**src/rtl/msrv32_ahb_dmem_master.sv**
```systemverilog
// AHB-Lite data-memory master: turns one store or load request into a single
// NONSEQ transfer, with HREADY wait states and the two-cycle HRESP error handled.
module msrv32_ahb_dmem_master #(
  parameter int ADDR_W    = 32,
  parameter bit CHK_ALIGN = 1'b1
) (
  input  logic              ms_riscv32_mp_clk_in,
  input  logic              ms_riscv32_mp_rst_in,
  input  logic [ADDR_W-1:0] dmaddr_in,
  input  logic [31:0]       dmdata_in,
  input  logic [3:0]        dmwr_mask_in,
  input  logic              dmwr_req_in,
  input  logic              dmrd_req_in,
  input  logic [ADDR_W-1:0] dmrd_addr_in,
  input  logic [1:0]        dmrd_size_in,
  input  logic              ahb_hready_in,
  input  logic              ahb_hresp_in,
  input  logic [31:0]       ahb_hrdata_in,
  output logic [ADDR_W-1:0] ahb_haddr_out,
  output logic [1:0]        ahb_htrans_out,
  output logic              ahb_hwrite_out,
  output logic [2:0]        ahb_hsize_out,
  output logic [31:0]       ahb_hwdata_out,
  output logic              ahb_ready_out,
  output logic [31:0]       dmrdata_out,
  output logic              dmrdata_valid_out,
  output logic              bus_err_out,
  output logic              align_err_out,
  output logic [1:0]        dbg_state_out
);

  // Handshake: a request is taken only in a cycle where ahb_ready_out=1 (IDLE);
  // the address phase ends on the edge where HREADY=1, the data phase likewise.
  typedef enum logic [1:0] {
    S_IDLE = 2'd0,
    S_ADDR = 2'd1,
    S_DATA = 2'd2,
    S_ERR  = 2'd3
  } state_t;

  state_t            r_state;
  state_t            w_next;
  logic [ADDR_W-1:0] r_haddr;
  logic [2:0]        r_hsize;
  logic              r_hwrite;
  logic [31:0]       r_wdata;
  logic [31:0]       r_hwdata;
  logic [31:0]       r_rdata;
  logic              r_rvalid;
  logic              r_berr;
  logic              r_aerr;

  logic [2:0]        w_st_hsize;
  logic [1:0]        w_st_off;
  logic              w_st_legal;
  logic              w_ld_legal;
  logic              w_st_go;
  logic              w_st_bad;
  logic              w_ld_go;
  logic              w_ld_bad;
  logic              w_idle;

  // Byte-lane mask to size/offset; illegal masks fall back to the raw address.
  always_comb begin
    w_st_hsize = 3'b010;
    w_st_off   = dmaddr_in[1:0];
    w_st_legal = 1'b1;
    case (dmwr_mask_in)
      4'b1111: begin w_st_hsize = 3'b010; w_st_off = 2'd0; end
      4'b0011: begin w_st_hsize = 3'b001; w_st_off = 2'd0; end
      4'b1100: begin w_st_hsize = 3'b001; w_st_off = 2'd2; end
      4'b0001: begin w_st_hsize = 3'b000; w_st_off = 2'd0; end
      4'b0010: begin w_st_hsize = 3'b000; w_st_off = 2'd1; end
      4'b0100: begin w_st_hsize = 3'b000; w_st_off = 2'd2; end
      4'b1000: begin w_st_hsize = 3'b000; w_st_off = 2'd3; end
      default: w_st_legal = 1'b0;
    endcase
  end

  always_comb begin
    w_ld_legal = 1'b0;
    case (dmrd_size_in)
      2'b00:   w_ld_legal = 1'b1;
      2'b01:   w_ld_legal = ~dmrd_addr_in[0];
      2'b10:   w_ld_legal = (dmrd_addr_in[1:0] == 2'b00);
      default: w_ld_legal = 1'b0;
    endcase
  end

  // Store wins over a simultaneous load; an empty mask is silently ignored.
  assign w_idle   = (r_state == S_IDLE);
  assign w_st_go  = dmwr_req_in && (dmwr_mask_in != 4'b0000) && (w_st_legal || !CHK_ALIGN);
  assign w_st_bad = dmwr_req_in && (dmwr_mask_in != 4'b0000) && !w_st_legal && CHK_ALIGN;
  assign w_ld_go  = !dmwr_req_in && dmrd_req_in && (w_ld_legal || !CHK_ALIGN);
  assign w_ld_bad = !dmwr_req_in && dmrd_req_in && !w_ld_legal && CHK_ALIGN;

  always_comb begin
    w_next = r_state;
    case (r_state)
      S_IDLE: if (w_st_go || w_ld_go) w_next = S_ADDR;
      S_ADDR: if (ahb_hready_in) w_next = S_DATA;
      S_DATA: begin
        if (ahb_hresp_in) w_next = ahb_hready_in ? S_IDLE : S_ERR;
        else if (ahb_hready_in) w_next = S_IDLE;
      end
      S_ERR:  if (ahb_hready_in) w_next = S_IDLE;
      default: w_next = S_IDLE;
    endcase
  end

  always_ff @(posedge ms_riscv32_mp_clk_in or posedge ms_riscv32_mp_rst_in) begin
    if (ms_riscv32_mp_rst_in) begin
      r_state  <= S_IDLE;
      r_haddr  <= '0;
      r_hsize  <= 3'b000;
      r_hwrite <= 1'b0;
      r_wdata  <= 32'd0;
      r_hwdata <= 32'd0;
      r_rdata  <= 32'd0;
      r_rvalid <= 1'b0;
      r_berr   <= 1'b0;
      r_aerr   <= 1'b0;
    end else begin
      r_state  <= w_next;
      r_rvalid <= (r_state == S_DATA) && ahb_hready_in && !ahb_hresp_in && !r_hwrite;
      r_berr   <= ((r_state == S_ERR) || ((r_state == S_DATA) && ahb_hresp_in)) && ahb_hready_in;
      r_aerr   <= w_idle && (w_st_bad || w_ld_bad);
      if (w_idle && w_st_go) begin
        r_haddr  <= {dmaddr_in[ADDR_W-1:2], w_st_off};
        r_hsize  <= w_st_hsize;
        r_hwrite <= 1'b1;
        r_wdata  <= dmdata_in;
      end else if (w_idle && w_ld_go) begin
        r_haddr  <= dmrd_addr_in;
        r_hsize  <= {1'b0, dmrd_size_in};
        r_hwrite <= 1'b0;
      end
      // HWDATA only changes on entry to the data phase so it holds otherwise.
      if ((r_state == S_ADDR) && ahb_hready_in && r_hwrite)
        r_hwdata <= r_wdata;
      if ((r_state == S_DATA) && ahb_hready_in && !ahb_hresp_in && !r_hwrite)
        r_rdata <= ahb_hrdata_in;
    end
  end

  assign ahb_haddr_out     = r_haddr;
  assign ahb_htrans_out    = (r_state == S_ADDR) ? 2'b10 : 2'b00;
  assign ahb_hwrite_out    = r_hwrite;
  assign ahb_hsize_out     = r_hsize;
  assign ahb_hwdata_out    = r_hwdata;
  assign ahb_ready_out     = w_idle;
  assign dmrdata_out       = r_rdata;
  assign dmrdata_valid_out = r_rvalid;
  assign bus_err_out       = r_berr;
  assign align_err_out     = r_aerr;
  assign dbg_state_out     = r_state;

endmodule
```
**config.mk**
```make
export PLATFORM = sky130hd
export DESIGN_NAME = msrv32_ahb_dmem_master
export DESIGN_NICKNAME = d
export VERILOG_FILES = /design/src/rtl/msrv32_ahb_dmem_master.sv
export SDC_FILE = /design/constraint.sdc
export NUM_CORES = 1
export LEC_CHECK = 0
export BUFFER_PORTS_ARGS = -buffer_cell sky130_fd_sc_hd__clkbuf_2
export CORE_ASPECT_RATIO = 0.75
export CORE_MARGIN = 10
export CORE_UTILIZATION = 30
export DETAILED_ROUTE_END_ITERATION = 7
export GPL_ROUTABILITY_DRIVEN = 0
export SLEW_MARGIN = 5
export SYNTH_ARGS = -nofsm -noshare
export SYNTH_HDL_FRONTEND = slang
export SYNTH_SLANG_ARGS = --single-unit
```
**constraint.sdc**
```tcl
create_clock -name ms_riscv32_mp_clk_in -period 4.6 [get_ports ms_riscv32_mp_clk_in]
set_input_delay 0.46 -clock ms_riscv32_mp_clk_in [delete_from_list [all_inputs] [get_ports ms_riscv32_mp_clk_in]]
set_output_delay 0.46 -clock ms_riscv32_mp_clk_in [all_outputs]
set_load 0.05 [all_outputs]
```
==> results of run 1 <==
[logic make-up (layout without fill, tap and decap cells)]
logic type | after synthesis | count (layout) | share of synthesized area (%)
muxes | 100 | 100 | 20.8
buffers and inverters | 27 | 283 | 2.51
other | 1 | 2 | 0.0697
xor gates and xnor gates | 1 | 1 | 0.163
and+or+nand+nor | 26 | 26 | 2.46
DFF | 136 | 136 | 63.2
AOI/OAI and AO/OA | 74 | 74 | 10.8
[layout make-up]
class	count	area, um^2	area share, %
clock buffers	20	437	5.87
clock inverters	12	151	2.03
inverters	3	16.3	0.219
multi-input cells	203	1880	25.2
flip-flops and latches	136	3400	45.7
well taps	242	303	4.07
repair buffers	248	1250	16.8
[power breakdown]
group / switching (mW) / internal (mW) / total [mW]
sequential: 0.288 / 1.74 / 2.03
clock: 0.505 / 0.851 / 1.36
combinational: 1.97 / 0.761 / 2.73
total: 2.76 / 3.35 / 6.12
[sequential cells by signal, indices dropped and copies added, names as in the netlist]
name and flops:
dmrdata_valid_out 1, ahb_hsize_out 2, ahb_haddr_out 32, r_wdata 32, ahb_hwdata_out 32, dmrdata_out 32
align_err_out 1, bus_err_out 1, dbg_state_out 2, ahb_hwrite_out 1
[worst paths after layout]
check / to / slack, ns / start / cells past startpoint
min: dmrdata_out[7] / 0.25 / ms_riscv32_mp_rst_in / 2
max in group asynchronous: ahb_haddr_out[30] / 3.40 / ms_riscv32_mp_rst_in / 3
max: ahb_haddr_out[10] / 2.15 / dbg_state_out[0] / 7
min reg2reg: ahb_haddr_out[25] / 0.47 / ahb_haddr_out[25] / 1
min in group ms_riscv32_mp_clk_in: dbg_state_out[1] / 0.27 / ahb_hready_in / 2
max reg2reg: ahb_haddr_out[10] / 2.15 / dbg_state_out[0] / 7
[routing by layer]
metal	vias up	global-route usage, %
met3	20	6.65
li1	1803	-
met2	150	20.1
met4	2	4.70
met5	-	0
met1	1915	13.8
[synthesized netlist by cell type (all sizes together)]
library cell | instances | share of area, %
a211oi | 1 | 0.14
a21o | 30 | 4.2
a21oi | 4 | 0.37
a22o | 30 | 4.9
a22oi | 1 | 0.14
a31oi | 2 | 0.35
and3 | 1 | 0.12
and4 | 1 | 0.16
buf | 22 | 2.1
clkbuf | 2 | 0.16
conb | 1 | 0.070
dfrtp | 136 | 63
inv | 3 | 0.21
mux2 | 96 | 20
mux2i | 4 | 0.74
nand2 | 5 | 0.35
nand3 | 1 | 0.093
nor2 | 8 | 0.56
nor2b | 3 | 0.35
nor3 | 4 | 0.37
nor4 | 2 | 0.35
o21ai | 4 | 0.37
o21bai | 1 | 0.14
o32a | 1 | 0.19
or3 | 1 | 0.12
xnor2 | 1 | 0.16
[stage by stage]
| stage | total power, mW | cells | utilization (%) | hold WS, ns | instance area [um^2] |
|---|---|---|---|---|---|
| 3_3_place_gp | 4.76 | 832 | 38.8 | 0.458 | 6850 |
| 5_1_grt | 6.43 | 864 | 42.1 | 0.253 | 7440 |
| 3_5_place_dp | 4.83 | 832 | 38.8 | 0.465 | 6850 |
| 2_1_floorplan | 4.09 | 366 | - | 0.454 | 5390 |
| 4_1_cts | 6.21 | 864 | 42.1 | 0.243 | 7440 |
| 6_report | 6.12 | 864 | 42.1 | 0.250 | 7440 |
==> qor.json, run 1 <==
{
  "global_route": {
    "grt_max_degree": 107,
    "globalRouteOverflowTotal": 0,
    "grt_pass1_vias": 4280,
    "global_route_wire_length_before_repair_mm": 23.5,
    "global_route_usage_over_all_layers_pct": 12.5,
    "initial_antenna_violation_count": 2
  },
  "critical_path": {
    "criticalPathCategory": "reg -> reg",
    "path_max_fanout": 69,
    "slowest_stage": "sky130_fd_sc_hd__buf_4",
    "critical-path-max-stage-delay_ns": 0.73,
    "timing.critical_path.to_type": "flip-flop",
    "critical_path.startpoint_type": "flip-flop",
    "path_cells": "nor2_1, nand2_1, a31oi_4, buf_4, nor2_2, buf_4, a21o_1",
    "required_ns": 4.90,
    "worst_path_most_repeated_cell": "sky130_fd_sc_hd__buf_4",
    "worst_path_buf_inv": 2,
    "crit_family": "buffers and inverters",
    "arrival_ns": 2.75
  },
  "routing": {
    "met2_length_mm": 7.08,
    "route.vias.total": 3890,
    "number_of_iterations_in_the_first_detailed_routing_pass": 4,
    "ant_nets": 0,
    "routed-wl-met3_mm": 1.55,
    "wire_per_inst_um": 17.3,
    "iteration_0_drc_count_of_the_detailed_router": 120,
    "routed_via_density": 4.50,
    "top_layer_used": "met5",
    "post-route-drc-count": 0,
    "postRouteWirelength_mm": 15.0,
    "met1Wirelength_mm": 6.11
  },
  "sta": {
    "timing.final.crit_share_pct": 53.2,
    "rsz_0062_raised_after_global_routing": "no",
    "timing.final.ws_setup_ns": 2.15,
    "clock_period_minus_worst_slack_ns": 2.45,
    "setup_viol_count_final": 0,
    "total_count_of_hold_check_failures_in_the_final_report": 0,
    "worst_pin_slew_ns": 1.04,
    "timing.final.max_slew_violations": 0,
    "fin_setup_tns_ns": 0,
    "final.setup_skew_ns": 0.00777,
    "fmax_mhz": 408,
    "timing.max_slew.rel_slack_pct": 30.4
  },
  "clock_network": {
    "hold_buffers": 0,
    "cts_root_buf": "sky130_fd_sc_hd__clkbuf_16",
    "postCtsSetupRepairBufs": 0,
    "cts_htree_levels": 4,
    "clkSlewWorstSetupHoldPaths_ns": 0.06,
    "clkSinkCount": 136,
    "cts_tree": "yes",
    "cts-buffers-inserted": 17,
    "clock_insertion_delay_worst_skew_ns": 0.42,
    "post_cts_resize_count": 0,
    "cts_buffer_depth": 2
  },
  "yosys": {
    "postSynthRegisterBits": 136,
    "yosysSeqAreaShare_pct": 63.2,
    "synth.avg_cell_area_um2": 14.8,
    "yosysWarnings": 0,
    "synth_cells": 365,
    "post_synth_instance_area_um2": 5380,
    "synth_cell_types": 32
  },
  "floorplanning": {
    "design.die.area_um2": 23800,
    "die_w_um": 175,
    "core-area_um2": 17700,
    "initial_utilization_pct": 30.5,
    "pin_count": 248,
    "die_h_um": 136,
    "row_count": 42
  },
  "placement": {
    "numPortBuffers": 243,
    "dpl.hpwl_mm": 11.3,
    "post_place_worst_slack_ns": 1.97
  },
  "finish": {
    "top_library_cells_by_usage_in_the_layout_fill_and_taps_aside": "sky130_fd_sc_hd__clkbuf_2 (243), sky130_fd_sc_hd__dfrtp_1 (136), sky130_fd_sc_hd__mux2_2 (95), sky130_fd_sc_hd__a22o_1 (30), sky130_fd_sc_hd__a21o_1 (30)",
    "antennaDiodeCount": 0,
    "nets": 749,
    "syn2layout_area_growth_pct": 38.2,
    "layout.filler_cells": 1670,
    "mostFrequentLayoutCell": "sky130_fd_sc_hd__clkbuf_2",
    "share_of_layout_cells_above_drive_strength_1_pct": 60.6
  },
  "power_and_ir_drop": {
    "powerDensity_nw_per_um2": 822,
    "leakagePower_nw": 3.89,
    "vdd_drop_max_mv": 0.372
  },
  "status": {
    "run_status": "finished, final reports clean"
  },
  "min_path": {
    "worstHoldPathType": "in -> async"
  },
  "flow_run": {
    "timing.max_cap.violations": 0
  }
}
(Power assumes the default switching activity.)
==> run 2, diff against run 1 <==
==> constraint.sdc (replaced) <==
create_clock -name ms_riscv32_mp_clk_in -period 2 [get_ports ms_riscv32_mp_clk_in]
set_input_delay 0.2 -clock ms_riscv32_mp_clk_in [delete_from_list [all_inputs] [get_ports ms_riscv32_mp_clk_in]]
set_output_delay 0.2 -clock ms_riscv32_mp_clk_in [all_outputs]
set_load 0.05 [all_outputs]
==> run 2 against run 1 <==
Net effect:
- the run now ends with hold timing left
- critical path depth shrank 2
- register-to-register slack lost 1.9 ns
- total power grew 130%
- core utilization grew 1.9 points
- hold slack lost 0.27 ns
- first-iteration DRC count grew 28%
- setup slack lost 1.9 ns
- routed wire length grew 5.1%
- via count grew 1.6%
- clock-buffer cell count shrank 3
- critical path type unchanged
==> qor.json, run 2 (synthesized netlist as in run 1, its figures left out) <==
{
  "critical_path": {
    "critical-path-max-stage-delay": {"value": 0.49, "unit": "ns", "change": "-0.24 ns"},
    "timing.critical_path.to_type": "flip-flop",
    "ff2ff_path_depth": {"value": 5, "change": "-2"},
    "critical_path.startpoint_type": "flip-flop",
    "required": {"value": 2.30, "unit": "ns", "change": "-2.60 ns"},
    "minimum_setup_slack_among_reg_to_reg_paths": {"value": 0.22, "unit": "ns", "change": "-1.93 ns"},
    "arrival": {"value": 2.08, "unit": "ns", "change": "-0.67 ns"},
    "r2r_end": "r_wdata[25]",
    "slowest_stage": "sky130_fd_sc_hd__dfrtp_2",
    "criticalPathCategory": "reg -> reg",
    "path_cells": "nor2_4, nand2_2, a31oi_4, buf_12, mux2_2",
    "timing.rr.start": "dbg_state_out[0]",
    "path_max_fanout": {"value": 29, "change": "-58%"}
  },
  "floorplanning": {
    "core-area": {"value": 17700, "unit": "um^2", "change": "unchanged"},
    "die_w": {"value": 175, "unit": "um", "change": "unchanged"},
    "die_h": {"value": 136, "unit": "um", "change": "unchanged"},
    "pin_count": {"value": 248, "change": "unchanged"},
    "design.die.area": {"value": 23800, "unit": "um^2", "change": "unchanged"},
    "initial_utilization": {"value": 30.5, "unit": "%", "change": "unchanged"},
    "row_count": {"value": 42, "change": "unchanged"}
  },
  "status": {
    "run_status": "complete, but fails checks",
    "violations": "hold timing"
  },
  "sta": {
    "hold_slack": {"value": -0.0211, "unit": "ns", "change": "-0.271 ns"},
    "timing.max_slew.rel_slack": {"value": 51.1, "unit": "%", "change": "+21 points"},
    "total_count_of_hold_check_failures_in_the_final_report": {"value": 19, "change": "+19"},
    "timing.final.max_slew_violations": {"value": 0, "change": "unchanged"},
    "final.setup_skew": {"value": 0.0169, "unit": "ns", "change": "+0.00910 ns"},
    "setup_viol_count_final": {"value": 0, "change": "unchanged"},
    "rsz_0062_raised_after_global_routing": "no",
    "worst_pin_slew": {"value": 0.734, "unit": "ns", "change": "-0.308 ns"},
    "timing.final.crit_share": {"value": 89.0, "unit": "%", "change": "+36 points"},
    "clock_period_minus_worst_slack": {"value": 1.78, "unit": "ns", "change": "-0.669 ns"},
    "fmax": {"value": 562, "unit": "MHz", "change": "+38%"}
  },
  "clock_network": {
    "cts_root_buf": "sky130_fd_sc_hd__clkbuf_16",
    "clock_insertion_delay_worst_skew": {"value": 0.42, "unit": "ns", "change": "about the same"},
    "clkSinkCount": {"value": 136, "change": "unchanged"},
    "hold_buffers": {"value": 18, "change": "+18"},
    "cts-buffers-inserted": {"value": 17, "change": "unchanged"},
    "cts_tree": "yes",
    "cts_buffer_depth": {"value": 2, "change": "unchanged"},
    "clkSlewWorstSetupHoldPaths": {"value": 0.06, "unit": "ns", "change": "about the same"},
    "post_cts_resize_count": {"value": 0, "change": "unchanged"},
    "cts_htree_levels": {"value": 4, "change": "unchanged"},
    "postCtsSetupRepairBufs": {"value": 0, "change": "unchanged"}
  },
  "routing": {
    "post-route-drc-count": {"value": 0, "change": "unchanged"},
    "number_of_iterations_in_the_first_detailed_routing_pass": {"value": 4, "change": "unchanged"},
    "wire_per_inst": {"value": 17.7, "unit": "um", "change": "+2.1%"},
    "iteration_0_drc_count_of_the_detailed_router": {"value": 153, "change": "+28%"},
    "postRouteWirelength": {"value": 15.7, "unit": "mm", "change": "+5.1%"},
    "route.vias.total": {"value": 3951, "change": "+1.6%"},
    "routed_via_density": {"value": 4.44, "change": "-1.4%"},
    "ant_nets": {"value": 0, "change": "unchanged"}
  },
  "finish": {
    "share_of_layout_cells_above_drive_strength_1": {"value": 59.7, "unit": "%", "change": "-0.89 points"},
    "instances_no_fill": {"value": 890, "change": "+3.0%"},
    "syn2layout_area_growth_pct": 44.5,
    "antennaDiodeCount": {"value": 0, "change": "unchanged"},
    "mostFrequentLayoutCell": "sky130_fd_sc_hd__clkbuf_2",
    "nets": {"value": 775, "change": "+3.5%"},
    "top_library_cells_by_usage_in_the_layout_fill_and_taps_aside": "sky130_fd_sc_hd__clkbuf_2 (243), sky130_fd_sc_hd__dfrtp_1 (135), sky130_fd_sc_hd__mux2_2 (95), sky130_fd_sc_hd__a22o_1 (30), sky130_fd_sc_hd__a21o_1 (30)"
  },
  "power_and_ir_drop": {
    "switching_share": {"value": 45.8, "unit": "%", "change": "+0.68 points"},
    "cellInternalPower": {"value": 7.70, "unit": "mW", "change": "+130%"},
    "power.net_switching": {"value": 6.52, "unit": "mW", "change": "+140%"},
    "powerDensity": {"value": 1830, "unit": "nW/um^2", "change": "+120%"},
    "leakagePower": {"value": 4.02, "unit": "nW", "change": "+3.6%"},
    "clock_power_share": {"value": 22.0, "unit": "%", "change": "-0.2 points"},
    "sequentialPowerShare": {"value": 32.9, "unit": "%", "change": "-0.3 points"},
    "report.power.total": {"value": 14.2, "unit": "mW", "change": "+130%"},
    "vdd_drop_max": {"value": 0.872, "unit": "mV", "change": "+130%"},
    "combPwrFrac": {"value": 45.2, "unit": "%", "change": "+0.6 points"}
  },
  "global_route": {
    "globalRouteOverflowTotal": {"value": 0, "change": "unchanged"},
    "grt_pass1_vias": {"value": 4376, "change": "+2.2%"},
    "initial_antenna_violation_count": {"value": 1, "change": "-1"},
    "grt_max_degree": {"value": 137, "change": "+28%"},
    "global_route_wire_length_before_repair": {"value": 24.7, "unit": "mm", "change": "+5.0%"},
    "global_route_usage_over_all_layers": {"value": 13.1, "unit": "%", "change": "+0.59 points"}
  },
  "min_path": {
    "worstHoldPathType": "in -> async"
  },
  "placement": {
    "placed_cells_incl_taps": {"value": 836, "change": "+0.48%"},
    "numPortBuffers": {"value": 243, "change": "unchanged"},
    "dpl.hpwl": {"value": 11.9, "unit": "mm", "change": "+5.3%"}
  },
  "flow_run": {
    "timing.max_cap.violations": {"value": 0, "change": "unchanged"}
  }
}
run 2: cell count changes in the layout (fill, tap and decap cells not counted), sizes merged:
cell         change
buf              +4
dlygate4sd3     +22
bufinv           -1
clkbuf           -3
inv              +5
clkinv           -1
run 2: area by class of cell:
cell class | instances | area (um^2)
Fill cell | 1640 | 9880
Sequential cell | 136 | 3400
Multi-Input combinational cell | 203 | 1890
Timing Repair Buffer | 274 | 1580
Clock buffer | 17 | 425
Tap cell | 242 | 303
Clock inverter | 15 | 164
Inverter | 3 | 15.0
run 2: routing by layer:
metal  share of wire [%]  up-vias  track usage, %
met1                  42     1915            15.0
li1                    -     1861               -
met4                0.83        2            3.01
met3                 8.5       12            6.46
met5                0.13        -               0
met2                  48      161            21.6
run 2: through the flow:
step / worst slack (ns) / utilization [%] / cell area [um^2] / hold slack, ns / TNS, ns
6_report: 0.220 / 44.0 / 7780 / -0.0211 / 0
3_5_place_dp: 0.180 / 39.5 / 6970 / 0.434 / 0
5_1_grt: 0.128 / 44.0 / 7780 / 0.000418 / 0
3_3_place_gp: 0.239 / 39.5 / 6970 / 0.433 / 0
4_1_cts: 0.198 / 43.8 / 7740 / 0.0000743 / 0
2_1_floorplan: -0.0649 / - / 5420 / 0.293 / -1.99
run 2: power groups by stage:
stage | combinational, mW | clock (mW) | sequential [mW]
floorplan | 1.58 | 0 | 7.86
global placement | 6.40 | 0 | 4.64
detailed placement | 6.49 | 0 | 4.73
CTS | 6.52 | 3.24 | 4.69
global route | 6.75 | 3.37 | 4.84
finish | 6.42 | 3.12 | 4.67
run 2: how the worst max path moves through the flow:
stage / from / endpoint
finish: dbg_state_out[0] / r_wdata[25]
global route: dbg_state_out[0] / r_wdata[25]
CTS: dbg_state_out[0] / r_wdata[4]
detailed placement: dmwr_mask_in[2] / r_wdata[4]
global placement: dmwr_mask_in[2] / r_wdata[14]
floorplan: dbg_state_out[0] / r_wdata[12]
run 2: critical path, delay by kind of cell (launching register included):
kind | cells | cell delay [ns]
flops | 1 | 0.49
mux | 1 | 0.36
compound gates | 1 | 0.28
simple gates | 2 | 0.27
buf+inv | 1 | 0.24
==> run 3, diff against run 2 <==
--- a/config.mk
+++ b/config.mk
@@ -5,11 +5,11 @@
 export SDC_FILE = /design/constraint.sdc
 export NUM_CORES = 1
 export LEC_CHECK = 0
-export BUFFER_PORTS_ARGS = -buffer_cell sky130_fd_sc_hd__clkbuf_2
 export CORE_ASPECT_RATIO = 0.75
 export CORE_MARGIN = 10
-export CORE_UTILIZATION = 30
+export CORE_UTILIZATION = 35
 export DETAILED_ROUTE_END_ITERATION = 7
+export DONT_BUFFER_PORTS = 1
 export GPL_ROUTABILITY_DRIVEN = 0
 export SLEW_MARGIN = 5
 export SYNTH_ARGS = -nofsm -noshare
==> run 3 against run 2 <==
Net effect:
- the run now ends clean
- critical path depth did not move
- routed wire length fell by 4.1%
- total power fell by 6.2%
- register-to-register slack got worse by 0.08 ns
- combinational power fell by 66%
- first-iteration DRC count fell by 2.0%
- largest power group is now registers
==> qor.json, run 3 (synthesized netlist as in run 1, its figures left out) <==
{
  "status": {
    "run_status": "finished, final reports clean"
  },
  "finish": {
    "syn2layout_area_growth_pct": 37.4,
    "nets": {"value": 622, "change": "-20%"},
    "mostFrequentLayoutCell": "sky130_fd_sc_hd__dfrtp_1",
    "finish.utilization": {"value": 48.8, "unit": "%", "change": "+4.7 points"},
    "share_of_layout_cells_above_drive_strength_1": {"value": 30.7, "unit": "%", "change": "-29 points"},
    "top_library_cells_by_usage_in_the_layout_fill_and_taps_aside": "sky130_fd_sc_hd__dfrtp_1 (135), sky130_fd_sc_hd__dlygate4sd3_1 (103), sky130_fd_sc_hd__mux2_2 (95), sky130_fd_sc_hd__a22o_1 (30), sky130_fd_sc_hd__a21o_1 (30)"
  },
  "power_and_ir_drop": {
    "clock_power_share": {"value": 23.0, "unit": "%", "change": "+1.0 points"},
    "leakagePower": {"value": 3.37, "unit": "nW", "change": "-16%"},
    "powerDensity": {"value": 1800, "unit": "nW/um^2", "change": "-1.4%"},
    "sequentialPowerShare": {"value": 60.7, "unit": "%", "change": "+28 points"},
    "vdd_drop_max": {"value": 0.982, "unit": "mV", "change": "+13%"},
    "power.net_switching": {"value": 6.17, "unit": "mW", "change": "-5.3%"},
    "cellInternalPower": {"value": 7.16, "unit": "mW", "change": "-7.0%"},
    "switching_share": {"value": 46.3, "unit": "%", "change": "+0.46 points"},
    "report.power.total": {"value": 13.3, "unit": "mW", "change": "-6.2%"},
    "combPwrFrac": {"value": 16.3, "unit": "%", "change": "-29 points"}
  },
  "sta": {
    "setup_viol_count_final": {"value": 0, "change": "unchanged"},
    "clock_period_minus_worst_slack": {"value": 1.86, "unit": "ns", "change": "+0.0849 ns"},
    "hold_slack": {"value": 0.0163, "unit": "ns", "change": "+0.0374 ns"},
    "final.setup_skew": {"value": 0.00524, "unit": "ns", "change": "-0.0116 ns"},
    "total_count_of_hold_check_failures_in_the_final_report": {"value": 0, "change": "-19"},
    "fmax": {"value": 536, "unit": "MHz", "change": "-4.5%"},
    "worst_pin_slew": {"value": 0.704, "unit": "ns", "change": "-0.0294 ns"},
    "timing.final.max_slew_violations": {"value": 0, "change": "unchanged"},
    "rsz_0062_raised_after_global_routing": "no",
    "timing.max_slew.rel_slack": {"value": 52.9, "unit": "%", "change": "+1.8 points"},
    "fin_setup_tns": {"value": 0, "unit": "ns", "change": "unchanged"},
    "timing.final.crit_share": {"value": 93.2, "unit": "%", "change": "+4.2 points"},
    "timing.final.ws_setup": {"value": 0.135, "unit": "ns", "change": "-0.0849 ns"}
  },
  "routing": {
    "number_of_iterations_in_the_first_detailed_routing_pass": {"value": 4, "change": "unchanged"},
    "ant_nets": {"value": 0, "change": "unchanged"},
    "route.vias.total": {"value": 3488, "change": "-12%"},
    "wire_per_inst": {"value": 21.5, "unit": "um", "change": "+22%"},
    "routed_via_density": {"value": 4.98, "change": "+12%"},
    "post-route-drc-count": {"value": 0, "change": "unchanged"},
    "iteration_0_drc_count_of_the_detailed_router": {"value": 150, "change": "-2.0%"},
    "postRouteWirelength": {"value": 15.1, "unit": "mm", "change": "-4.1%"}
  },
  "clock_network": {
    "clkSinkCount": {"value": 136, "change": "unchanged"},
    "cts_htree_levels": {"value": 4, "change": "unchanged"},
    "cts_buffer_depth": {"value": 2, "change": "unchanged"},
    "cts_tree": "yes",
    "clkSlewWorstSetupHoldPaths": {"value": 0.06, "unit": "ns", "change": "about the same"},
    "clock_insertion_delay_worst_skew": {"value": 0.41, "unit": "ns", "change": "about the same"},
    "cts-buffers-inserted": {"value": 17, "change": "unchanged"},
    "cts_root_buf": "sky130_fd_sc_hd__clkbuf_16"
  },
  "placement": {
    "post_place_worst_slack": {"value": -0.120, "unit": "ns", "change": "-0.301 ns"},
    "dpl.hpwl": {"value": 10.3, "unit": "mm", "change": "-13%"},
    "numPortBuffers": {"value": 0, "change": "-100%"}
  },
  "critical_path": {
    "slowest_stage": "sky130_fd_sc_hd__dfrtp_2",
    "critical_path.startpoint": "dbg_state_out[0]",
    "path_max_fanout": {"value": 29, "change": "unchanged"},
    "critical-path-max-stage-delay": {"value": 0.42, "unit": "ns", "change": "-0.07 ns"},
    "required": {"value": 2.28, "unit": "ns", "change": "-0.02 ns"},
    "crit_family": "flip-flops",
    "ff2ff_path_depth": {"value": 5, "change": "unchanged"},
    "arrival": {"value": 2.15, "unit": "ns", "change": "+0.07 ns"},
    "timing.critical_path.to_type": "flip-flop",
    "critical_path_depth": {"value": 5, "change": "unchanged"},
    "path_cells": "nor2_4, nand2_2, a31oi_4, buf_4, mux2_2",
    "critical_path.startpoint_type": "flip-flop",
    "timing.rr.start": "dbg_state_out[0]",
    "criticalPathCategory": "reg -> reg",
    "worst_path_buf_inv": {"value": 1, "change": "unchanged"}
  },
  "global_route": {
    "global_route_wire_length_before_repair": {"value": 23.3, "unit": "mm", "change": "-5.8%"},
    "grt_pass1_vias": {"value": 3947, "change": "-9.8%"},
    "grt_max_degree": {"value": 42, "change": "-69%"},
    "globalRouteOverflowTotal": {"value": 0, "change": "unchanged"},
    "initial_antenna_violation_count": {"value": 1, "change": "unchanged"},
    "global_route_usage_over_all_layers": {"value": 14.3, "unit": "%", "change": "+1.2 points"}
  },
  "floorplanning": {
    "core-area": {"value": 15200, "unit": "um^2", "change": "-14%"},
    "die_w": {"value": 163, "unit": "um", "change": "-6.6%"},
    "initial_utilization": {"value": 35.5, "unit": "%", "change": "+5.0 points"},
    "die_h": {"value": 127, "unit": "um", "change": "-6.3%"},
    "pin_count": {"value": 248, "change": "unchanged"},
    "design.die.area": {"value": 20800, "unit": "um^2", "change": "-12%"},
    "row_count": {"value": 39, "change": "-7.1%"}
  },
  "min_path": {
    "worstHoldPathType": "in -> reg",
    "min_delay_path_depth": 2,
    "holdCritStartpoint": "dmaddr_in[14]"
  },
  "flow_run": {
    "timing.max_cap.violations": {"value": 0, "change": "unchanged"}
  }
}
==> run 3: cell types whose count changed in the layout (fill, tap and decap cells not counted), sizes merged <==
cell | previous run | this run
inv | 9 | 2
clkbuf | 260 | 21
buf | 9 | 18
clkinvlp | 2 | 5
diode | 0 | 1
dlygate4sd3 | 22 | 103
==> run 3: path summary, 6_finish.rpt <==
path | endpoint | slack (ns)
max | r_wdata[0] | 0.14
min | ahb_haddr_out[14] | 0.02
max reg2reg | r_wdata[0] | 0.14
min reg2reg | ahb_hwdata_out[9] | 0.50
max in group asynchronous | ahb_hwdata_out[1] | 0.98
min in group asynchronous | dmrdata_out[27] | 0.38
==> run 3: layout make-up <==
| class | count | area [um^2] |
|---|---|---|
| clock buffers | 21 | 470 |
| repair buffers | 121 | 1240 |
| multi-input cells | 203 | 1890 |
| inverters | 3 | 15.0 |
| clock inverters | 11 | 123 |
| diodes | 1 | 2.50 |
| flip-flops and latches | 136 | 3400 |
| fillers | 1302 | 7780 |
| well taps | 205 | 256 |
==> run 3: repair_timing <==
item                                    CTS  global route
gates resized for setup                   0             1
hold endpoints to repair                106             2
hold buffers                            101             2
endpoints found under the setup margin    0             5
buffers inserted                          0             0
==> run 3: per-layer routing <==
metal / routed length, um / share of wire [%] / global-route usage (%) / up-vias
li1: - / - / - / 1561
met4: 206 / 1.4 / 5.50 / 0
met1: 5410 / 36 / 15.2 / 1743
met3: 2060 / 14 / 8.89 / 17
met5: 0 / 0 / 0 / -
met2: 7420 / 49 / 22.6 / 167
==> run 3: power by group through the flow <==
| stage | combinational [mW] | sequential (mW) | clock (mW) |
|---|---|---|---|
| finish | 2.18 | 8.09 | 3.06 |
| global route | 2.39 | 8.29 | 3.31 |
| CTS | 2.20 | 8.14 | 3.15 |
| detailed placement | 2.03 | 8.19 | 0 |
| global placement | 1.92 | 8.15 | 0 |
| floorplan | 1.58 | 7.86 | 0 |
==> run 3: through the flow <==
stage                     std cells  cell area [um^2]
after global routing            701              7400
after detailed placement        565              5770
final                           701              7400
after global placement          565              5770
after CTS                       698              7370
after floorplan                 366              5420
